`src/rtl/priority_grant_arbiter.sv`:
```
// priority_grant_arbiter: fixed-priority 4-way arbiter with a registered one-hot grant and a one-cycle gap after each release
// Ports: clk; reset_n (async, active-low); req[3:0] = {A,B,C,D}, A highest; done (release from holder);
//        gnt[3:0] one-hot grant; idx[1:0] encoded grant (A=11..D=00); busy (grant active); timeout (revocation pulse).
// Optional ARB_TIMEOUT_EN: a grant held MAX_HOLD cycles is revoked, and the revoked requester sits out one arbitration.
module priority_grant_arbiter #(
  parameter int MAX_HOLD = 8
) (
  input  logic       clk,
  input  logic       reset_n,
  input  logic [3:0] req,
  input  logic       done,
  output logic [3:0] gnt,
  output logic [1:0] idx,
  output logic       busy,
  output logic       timeout
);
  typedef enum logic [1:0] {IDLE = 2'b00, GRANT = 2'b01, GAP = 2'b10, BAD = 2'b11} state_t;
  state_t state, state_nx;
  logic [3:0] elig, gnt_nx;
  logic [1:0] idx_nx;
  logic busy_nx, timeout_nx, release_c, expire;
  if (MAX_HOLD < 2 || MAX_HOLD > 255) begin : g_bad_hold
    $error("MAX_HOLD must be in 2..255");
  end
  // gnt is one-hot while granting, so this picks out the holder's own request bit
  assign release_c = done | ~|(req & gnt);
`ifdef ARB_TIMEOUT_EN
  localparam logic [7:0] hold_last = 8'(MAX_HOLD - 1);
  logic [3:0] mask, mask_nx;
  logic [7:0] cnt, cnt_nx;
  assign elig = req & ~mask;
  assign expire = cnt == hold_last;
  // mask is set on revocation, survives the gap, and is dropped by whatever IDLE does next
  always_comb begin
    mask_nx = (state == GRANT && !release_c && expire) ? gnt : (state == GAP) ? mask : 4'b0000;
    cnt_nx = (state == GRANT) ? cnt + 8'd1 : 8'd0;
  end
  always_ff @(posedge clk or negedge reset_n) begin
    if (!reset_n) begin
      mask <= 4'b0000;
      cnt <= 8'd0;
    end else begin
      mask <= mask_nx;
      cnt <= cnt_nx;
    end
  end
`else
  assign elig = req;
  assign expire = 1'b0;
`endif
  always_comb begin
    state_nx = state;
    gnt_nx = gnt;
    idx_nx = idx;
    busy_nx = busy;
    timeout_nx = 1'b0;
    case (state)
      IDLE: if (|elig) begin
        state_nx = GRANT;
        busy_nx = 1'b1;
        gnt_nx = elig[3] ? 4'b1000 : elig[2] ? 4'b0100 : elig[1] ? 4'b0010 : 4'b0001;
        idx_nx = elig[3] ? 2'd3 : elig[2] ? 2'd2 : elig[1] ? 2'd1 : 2'd0;
      end
      // release has priority over a coincident expiry
      GRANT: if (release_c || expire) begin
        state_nx = GAP;
        gnt_nx = 4'b0000;
        idx_nx = 2'd0;
        busy_nx = 1'b0;
        timeout_nx = !release_c;
      end
      GAP: state_nx = IDLE;
      default: begin
        state_nx = IDLE;
        gnt_nx = 4'b0000;
        idx_nx = 2'd0;
        busy_nx = 1'b0;
      end
    endcase
  end
  always_ff @(posedge clk or negedge reset_n) begin
    if (!reset_n) begin
      state <= IDLE;
      gnt <= 4'b0000;
      idx <= 2'd0;
      busy <= 1'b0;
      timeout <= 1'b0;
    end else begin
      state <= state_nx;
      gnt <= gnt_nx;
      idx <= idx_nx;
      busy <= busy_nx;
      timeout <= timeout_nx;
    end
  end
endmodule

```
`config.mk`:
```
export PLATFORM = sky130hd
export DESIGN_NAME = priority_grant_arbiter
export DESIGN_NICKNAME = d
export VERILOG_FILES = /design/src/rtl/priority_grant_arbiter.sv
export SDC_FILE = /design/constraint.sdc
export NUM_CORES = 1
export LEC_CHECK = 0
export ABC_CLOCK_PERIOD_IN_PS = 3300
export BUFFER_PORTS_ARGS = -buffer_cell sky130_fd_sc_hd__buf_4
export CELL_PAD_IN_SITES_DETAIL_PLACEMENT = 0
export CELL_PAD_IN_SITES_GLOBAL_PLACEMENT = 1
export CORE_AREA = 2 2 39 41
export DETAILED_ROUTE_END_ITERATION = 10
export DIE_AREA = 0 0 41 43
export PLACE_DENSITY_LB_ADDON = 0.3
export SYNTH_ARGS = -nofsm -noshare
export SYNTH_HDL_FRONTEND = slang
export SYNTH_SLANG_ARGS = --single-unit
```
`constraint.sdc`:
```
create_clock -name clk -period 3.3 [get_ports clk]
set_clock_uncertainty 0.1 [all_clocks]
set_input_delay 0.165 -clock clk [delete_from_list [all_inputs] [get_ports clk]]
set_output_delay 0.165 -clock clk [all_outputs]
set_load 0.01 [all_outputs]
```
# After elaboration in Yosys (flattened, before gate mapping)
# Index checks and enable logic that the tools add are counted.
[classes]
eq_ne = 4
n_mux = 20
bitwise_logic = 3
reduce_logical = 7
[ops]
columns = ["operator", "count"]
rows = [
  ["$mux 2", 7],
  ["$mux 4", 3],
  ["$pmux 4 s3", 1],
  ["$reduce_or 4->1", 2],
  ["$pmux 2 s3", 1],
  ["$mux 1", 5],
  ["$and 4x4->4", 1],
  ["$ne 2x2->1 const B", 2],
  ["$pmux 2 s2", 1],
  ["$mux 3", 1],
  ["$pmux 1 s3", 1],
  ["$reduce_and 3->1", 1],
  ["$eq 2x1->1 const B", 1],
  ["$eq 2x2->1 const B", 1],
  ["$logic_not 1->1", 2],
  ["$logic_not 2->1", 1],
  ["$reduce_and 2->1", 1],
  ["$not 1->1", 1],
  ["$or 1x1->1", 1],
]
[word_totals]
reg_bits = 10
in_bits = 7
elab_cells = 39

# Longest topological paths before layout
# Gate-level depths: netlist of run 1.
[depth]
word_depth = 7
ltp_mapped = 4
depth_no_buf = 4

# Worst setup path before layout of run 1
# Ideal clock, no wire load.
[synth_timing]
kind = "flip-flop to flip-flop"
from = "register state[1]"
to = "register gnt[0]"
setup_time_ns = 0.125
arrival_time_ns = 1.632
t_required_ns = 3.075
slack_ns = 1.443
path_stages_with_launch = 5
synth_period_minus_slack_ns = 1.857
path_cell_list = "dfrtp_1 > or4_4 > or3_4 > nand3_4 > mux2_4"
[synth_via]
elab_chain_cells = 3
[synth_rtl]
columns = ["item", "line", "text"]
rows = [
  ["start: declaration", "18", "state_t state, state_nx;"],
  ["start signal: assignment", "89", "state <= state_nx;"],
  ["$eq 2x1->1 (tied with other cells)", "57", "case (state)"],
  ["$ne 2x2->1 (no source line) / $not 1->1 (equally long branches)", "--", ""],
  ["$reduce_and 3->1 (no source line)", "--", ""],
  ["end signal: assignment", "90", "gnt <= gnt_nx;"],
  ["end: declaration", "12", "output logic [3:0] gnt,"],
]
# Several ways; a longest one is shown, not always the timed one.
# A chain may end at the register's enable or synchronous reset.

# Final worst setup path of run 1
# Same ends and word-level chain as after synthesis.

==> reports/qor.csv, run 1 <==
stage,metric,value,unit
place,dp_hpwl,626,um
yosys,synth_nets,44,
clock_tree,insertion_delay,260,ps
timing,period_needed,1930,ps
timing,rsz0062_at_grt,no,
clock_tree,cts_max_level,1,
worst_setup_path,crit_fanout,7,
grt,globalRouteMet3Util,9.42,%
yosys,synth_seq_cells,9,
detailed_routing,wire_per_inst,11.5,um
finish,ff_latch_area,225,um2
detailed_routing,dr.pass1.iters,2,
clock_tree,cts.clk_slew.worst_paths,70,ps
die,core,0.00138,mm2
place,dp_slack,1390,ps
yosys,synthXorXnorAreaFrac,0,%
detailed_routing,postRouteAntennaNets,0,
yosys,yosysWarnings,0,
detailed_routing,drt_wl_total,803,um
worst_setup_path,worst-path-buf-inv,0,
finish,layout_commonest_cell,buf_4,
clock_tree,cts_root_buf,clkbuf_4,
run,drv_cap,0,
clock_tree,cts_buffers,3,
grt,track_usage,10.9,%
clock_tree,cts_hold_buffers,1,
yosys,synthDistinctLibCells,19,
timing,setup_tns,0,ps
yosys,synth-seq-area-share,51.1,%
timing,slew_violations,0,
timing,finalCritPeriodShare,58.5,%
place,port_buffers,13,
finish,finalNetCount,62,
die,num_rows,14,
finish,diodes,0,
finish,multiInputGateArea,200,um2
grt,antenna_found_initial,0,
worst_setup_path,worstSetupEndpointType,flip-flop,
yosys,async_flop_share,100,%
grt,grt_max_degree,10,
detailed_routing,drtIter0Drc,9,
grt,met1_usage,13.6,%
worst_setup_path,startpoint_type,flip-flop,
timing,timing.fmax,518,MHz
clock_tree,clk_path_buf_depth,2,
timing,setup_violations,0,
finish,final_cell_mix,"buf_4 (13), dfrtp_1 (9), a22o_1 (4), nor2_1 (4)",
yosys,syn_area,440,um2
worst_setup_path,required,3340,ps
power,power.density,791,mW/mm2
clock_tree,post_cts_buffers,0,
yosys,synthCells,37,
power,max-vdd-ir-drop,399,uV
yosys,syn_area_per_cell,11.9,um2
finish,layout-drive-gt1-share,42.6,%
die,die_w,41,um
timing,final_hold_viol_count,0,
clock_tree,cts_tree,done,
finish,syn_to_final_growth,33.5,%
die,die_area,0.00176,mm2
clock_tree,cts_num_sinks,9,
yosys,ys.flop_type,dfrtp_1,
yosys,synth_fa_ha_area_share,0,%
worst_setup_path,cp_slowest_cell,or4_4,
grt,grt_remaining_overflow,0,
yosys,synth_edf_count,0,
run_status,status,finished clean,
place,gp_congestion,0.644,
detailed_routing,vias,330,
grt,grt_pass1_vias,281,
yosys,muxShareOfSynthArea,3.41,%
worst_setup_path,worstPathCellList,"or4_4, or3_4, nand3_4, mux2_4",
die,start_util,31.8,%
worst_setup_path,path_class,flip-flop to flip-flop,
clock_tree,cts_resized,0,
grt,grtUsageMet2,13.1,%
detailed_routing,drc,0,
grt,grt_pass1_wl,1170,um
yosys,synth_top_family_by_area,compound AO/OA/AOI/OAI gates,
worst_setup_path,crit_arrival,1970,ps
timing,worst_slack,1370,ps
yosys,synthSimpleGateAreaFrac,19.9,%
die,ios,15,
yosys,synth_compound_area_share,21.3,%
grt,busiest_layer,met1,
finish,fillCellCount,135,
power,p_leak,0.000295,uW
worst_setup_path,critPathTopFamily,simple AND/OR/NAND/NOR gates,
detailed_routing,vias_per_cell,4.71,
worst_hold_path,hp-class,input pin to flip-flop,
worst_setup_path,slowest_delay,500,ps
die,die_y,43,um
[routing by layer]
metal / part of all wire, % / wire length (um)
met3: 8.7 / 70
met4: 0 / 0
met5: 0 / 0
met2: 45 / 361
met1: 46 / 371
[per-stage QoR]
step	hold slack [ps]	total power, uW	utilization, %	instance area [um2]	cells
4_1_cts	63.7	472	42.5	588	70
2_1_floorplan	-231	307	-	440	37
6_report	68.8	465	42.5	588	70
5_1_grt	63.3	502	42.5	588	70
3_3_place_gp	-104	387	39.8	551	65
3_5_place_dp	-104	386	39.8	551	65
[kinds of logic (layout without fill, tap and decap cells)]
family,Yosys count,count (layout)
mux,1,1
other cells,1,1
simple gates,11,11
buf+inv,3,20
flops,9,9
compound gates,12,12
[cell usage after synthesis, types with 2 or more instances]
cell | n | area [um2]
o21ai_0 | 3 | 15.0
a22o_1 | 4 | 35.0
dfrtp_1 | 9 | 225
inv_1 | 2 | 7.51
nor3b_1 | 2 | 15.0
nor2_1 | 4 | 15.0
[path summary, 6_finish.rpt]
path / from / end / slack (ps) / depth (start not counted)
worst min register to register: idx[1] / idx[1] / 400 / 1
worst min-delay path: req[3] / gnt[3] / 70 / 2
worst max-delay path: state[1] / gnt[0] / 1370 / 4
min in group asynchronous: reset_n / state[1] / 150 / 2
max in group asynchronous: reset_n / gnt[0] / 2800 / 2
worst max register to register: state[1] / gnt[0] / 1370 / 4
[worst reg2reg max path: cells and delay by family (launching register included)]
kind	cells	cell delay, ps
and+or+nand+nor	3	980
muxes	1	300
DFF	1	430
[registers in the layout, indices dropped and copies added, names as in the netlist]
register / count
gnt: 4
state: 2
busy: 1
idx: 2
[power breakdown]
part	leakage, uW	switching, uW	internal, uW
Combinational	0.000162	82.2	110
Clock	0.0000177	39.1	44.6
Sequential	0.000115	36.4	153
[layout make-up]
type | instances | share of cell area (%)
Multi-Input combinational cell | 25 | 34.0
Clock inverter | 1 | 0.851
Inverter | 2 | 1.28
Clock buffer | 3 | 3.83
Timing Repair Buffer | 14 | 18.3
Sequential cell | 9 | 38.3
Tap cell | 16 | 3.40
No activity file was read; power rests on OpenSTA's default activity.
==> run 2, diff against run 1 <==
--- a/config.mk
+++ b/config.mk
@@ -5,13 +5,13 @@
 export SDC_FILE = /design/constraint.sdc
 export NUM_CORES = 1
 export LEC_CHECK = 0
-export ABC_CLOCK_PERIOD_IN_PS = 3300
+export ABC_CLOCK_PERIOD_IN_PS = 1700
 export BUFFER_PORTS_ARGS = -buffer_cell sky130_fd_sc_hd__buf_4
 export CELL_PAD_IN_SITES_DETAIL_PLACEMENT = 0
 export CELL_PAD_IN_SITES_GLOBAL_PLACEMENT = 1
-export CORE_AREA = 2 2 39 41
+export CORE_AREA = 2 2 41 43
 export DETAILED_ROUTE_END_ITERATION = 10
-export DIE_AREA = 0 0 41 43
+export DIE_AREA = 0 0 43 45
 export PLACE_DENSITY_LB_ADDON = 0.3
 export SYNTH_ARGS = -nofsm -noshare
 export SYNTH_HDL_FRONTEND = slang
==> constraint.sdc (replaced) <==
create_clock -name clk -period 1.7 [get_ports clk]
set_clock_uncertainty 0.1 [all_clocks]
set_input_delay 0.085 -clock clk [delete_from_list [all_inputs] [get_ports clk]]
set_output_delay 0.085 -clock clk [all_outputs]
set_load 0.01 [all_outputs]
==> run 2 against run 1 <==
- the flow now finishes with violations (negative setup slack)
- non-clock buffer count increased by 7
- first-iteration DRC count decreased by 89%
- combinational power increased to 2.5 times the previous value
- via count increased by 11%
- largest power group unchanged
==> reports/qor.csv, run 2 (synthesized netlist as in run 1, its figures left out) <==
stage,metric,value,unit,change
power,max-vdd-ir-drop,565,uV,+41%
place,gp_congestion,0.728,,+13%
die,die_area,0.00194,mm2,+9.8%
power,switchingPower,323,uW,+100%
worst_setup_path,slowest_delay,480,ps,-20 ps
timing,period_needed,1790,ps,-134 ps
grt,grt_pass1_vias,347,,+23%
clock_tree,cts.clk_slew.worst_paths,60,ps,about the same
finish,syn_to_final_growth,47.4,%,
timing,setup_violations,3,,+3
worst_setup_path,worstSetupEndpointType,flip-flop,,
finish,top_register,gnt,,
grt,grt_remaining_overflow,0,,unchanged
place,port_buffers,13,,unchanged
detailed_routing,drtIter0Drc,1,,-8
die,die_y,45,um,+4.7%
clock_tree,cts_buffers,3,,unchanged
place,dp_hpwl,710,um,+13%
die,die_w,43,um,+4.9%
detailed_routing,vias,367,,+11%
detailed_routing,drc,0,,unchanged
worst_setup_path,startpoint_type,flip-flop,,
power,power_frac_clock,16.3,%,-1.7 points
grt,grt_pass1_wl,1460,um,+25%
run,drv_cap,0,,unchanged
finish,layout_commonest_cell,buf_4,,
die,num_rows,14,,unchanged
power,power.density,1530,mW/mm2,+93%
detailed_routing,dr.pass1.iters,2,,unchanged
finish,reg_top3,"gnt (4), idx (2), state (2)",,
clock_tree,cts_max_level,1,,unchanged
finish,final_cells,77,,+10%
finish,largest_reg_flops,4,,unchanged
worst_setup_path,crit_fanout,3,,-4
clock_tree,cts_num_sinks,9,,unchanged
timing,rsz0062_at_grt,yes,,
clock_tree,clk_path_buf_depth,2,,unchanged
finish,finalNetCount,69,,+11%
clock_tree,cts_tree,done,,
grt,grt_max_degree,10,,unchanged
timing,hold_slack,10.8,ps,-58.0 ps
timing,slew_violations,0,,unchanged
place,dp_slack,-101,ps,-1490 ps
power,p_seq_share,34.9,%,-5.8 points
power,pwr-share-comb,48.9,%,+7.6 points
worst_setup_path,path_class,flip-flop to flip-flop,,
detailed_routing,wire_per_inst,11.9,um,+4.2%
worst_setup_path,worstPathCellList,"or4_4, or3_4, nand3_4, mux2_4",,
finish,final_cell_mix,"buf_4 (19), dfrtp_1 (9), a22o_1 (4), nor2_1 (4)",,
clock_tree,insertion_delay,260,ps,about the same
grt,antenna_found_initial,0,,unchanged
worst_setup_path,required,1750,ps,-1590 ps
grt,track_usage,10.6,%,-0.26 points
die,start_util,29.9,%,-1.9 points
power,intPower,670,uW,+120%
timing,worst_slack,-94.7,ps,-1470 ps
power,p_leak,0.000330,uW,+12%
worst_setup_path,cp_slowest_cell,or4_4,,
worst_hold_path,hp-class,input pin to flip-flop,,
die,core,0.00147,mm2,+6.3%
timing,timing.fmax,557,MHz,+7.5%
run_status,status,finished with violations,,
timing,final_hold_viol_count,0,,unchanged
finish,layout-drive-gt1-share,49.2,%,+6.6 points
worst_setup_path,crit_arrival,1840,ps,-130 ps
detailed_routing,postRouteAntennaNets,0,,unchanged
power,switching_share,32.5,%,-1.4 points
detailed_routing,drt_wl_total,920,um,+15%
die,ios,15,,unchanged
clock_tree,cts_root_buf,clkbuf_4,,
place,dp.cells,71,,+9.2%
timing,finalCritPeriodShare,106,%,+47 points
worst_setup_path,r2r_setup_slack,-90,ps,-1470 ps
detailed_routing,vias_per_cell,4.77,,+1.1%
run_status,violations,negative setup slack,,
finish,diodes,0,,unchanged
[run 2: final cells by class]
| type | count | area [um2] |
|---|---|---|
| Sequential cell | 9 | 225 |
| Tap cell | 16 | 20.0 |
| Timing Repair Buffer | 21 | 164 |
| Multi-Input combinational cell | 25 | 206 |
| Inverter | 2 | 7.51 |
| Clock buffer | 4 | 26.3 |
| Fill cell | 156 | 822 |
[run 2: per-layer routing]
layer / vias up / GRT usage (%) / share of wire [%]
met5: - / 0 / 0
met4: 0 / 1.82 / 0
met3: 0 / 6.40 / 9.9
met2: 12 / 17.3 / 47
met1: 169 / 12.3 / 43
li1: 186 / - / -
[run 2: power by group through the flow]
stage	combinational [uW]	sequential, uW	clock [uW]
2_1_floorplan	210	385	0
3_3_place_gp	466	350	0
6_report	485	346	161
4_1_cts	464	347	169
5_1_grt	534	357	180
3_5_place_dp	459	351	0
[run 2: through the flow]
step                      power [uW]  cell area [um2]  TNS (ps)  util (%)
after CTS                        979              632      -270      42.9
after detailed placement         810              596      -202      40.5
final                            993              649      -101      44.1
after global placement           816              596      -105      40.5
after floorplan                  595              440      -157         -
after global routing            1070              649      -357      44.1
[run 2: critical path: cells and delay by family (launching register included)]
| family | cells | cell delay, ps |
|---|---|---|
| mux | 1 | 290 |
| flops | 1 | 370 |
| simple gates | 3 | 930 |
[run 2: repair_timing]
action,4_1_cts,5_1_grt
endpoints found under the hold margin,9,0
buffers inserted,0,1
hold buffers,1,0
endpoints found under the setup margin,7,7
resized for setup,0,2
pin swaps,0,2
[run 2: worst paths after layout]
check	from	to	cells after the start
min in group asynchronous	reset_n	gnt[0]	2
worst min-delay path	req[1]	gnt[1]	3
worst max-delay path	state[1]	gnt[0]	4
worst min register to register	idx[1]	idx[1]	1
worst max register to register	state[1]	gnt[0]	4
max in group asynchronous	reset_n	state[0]	2
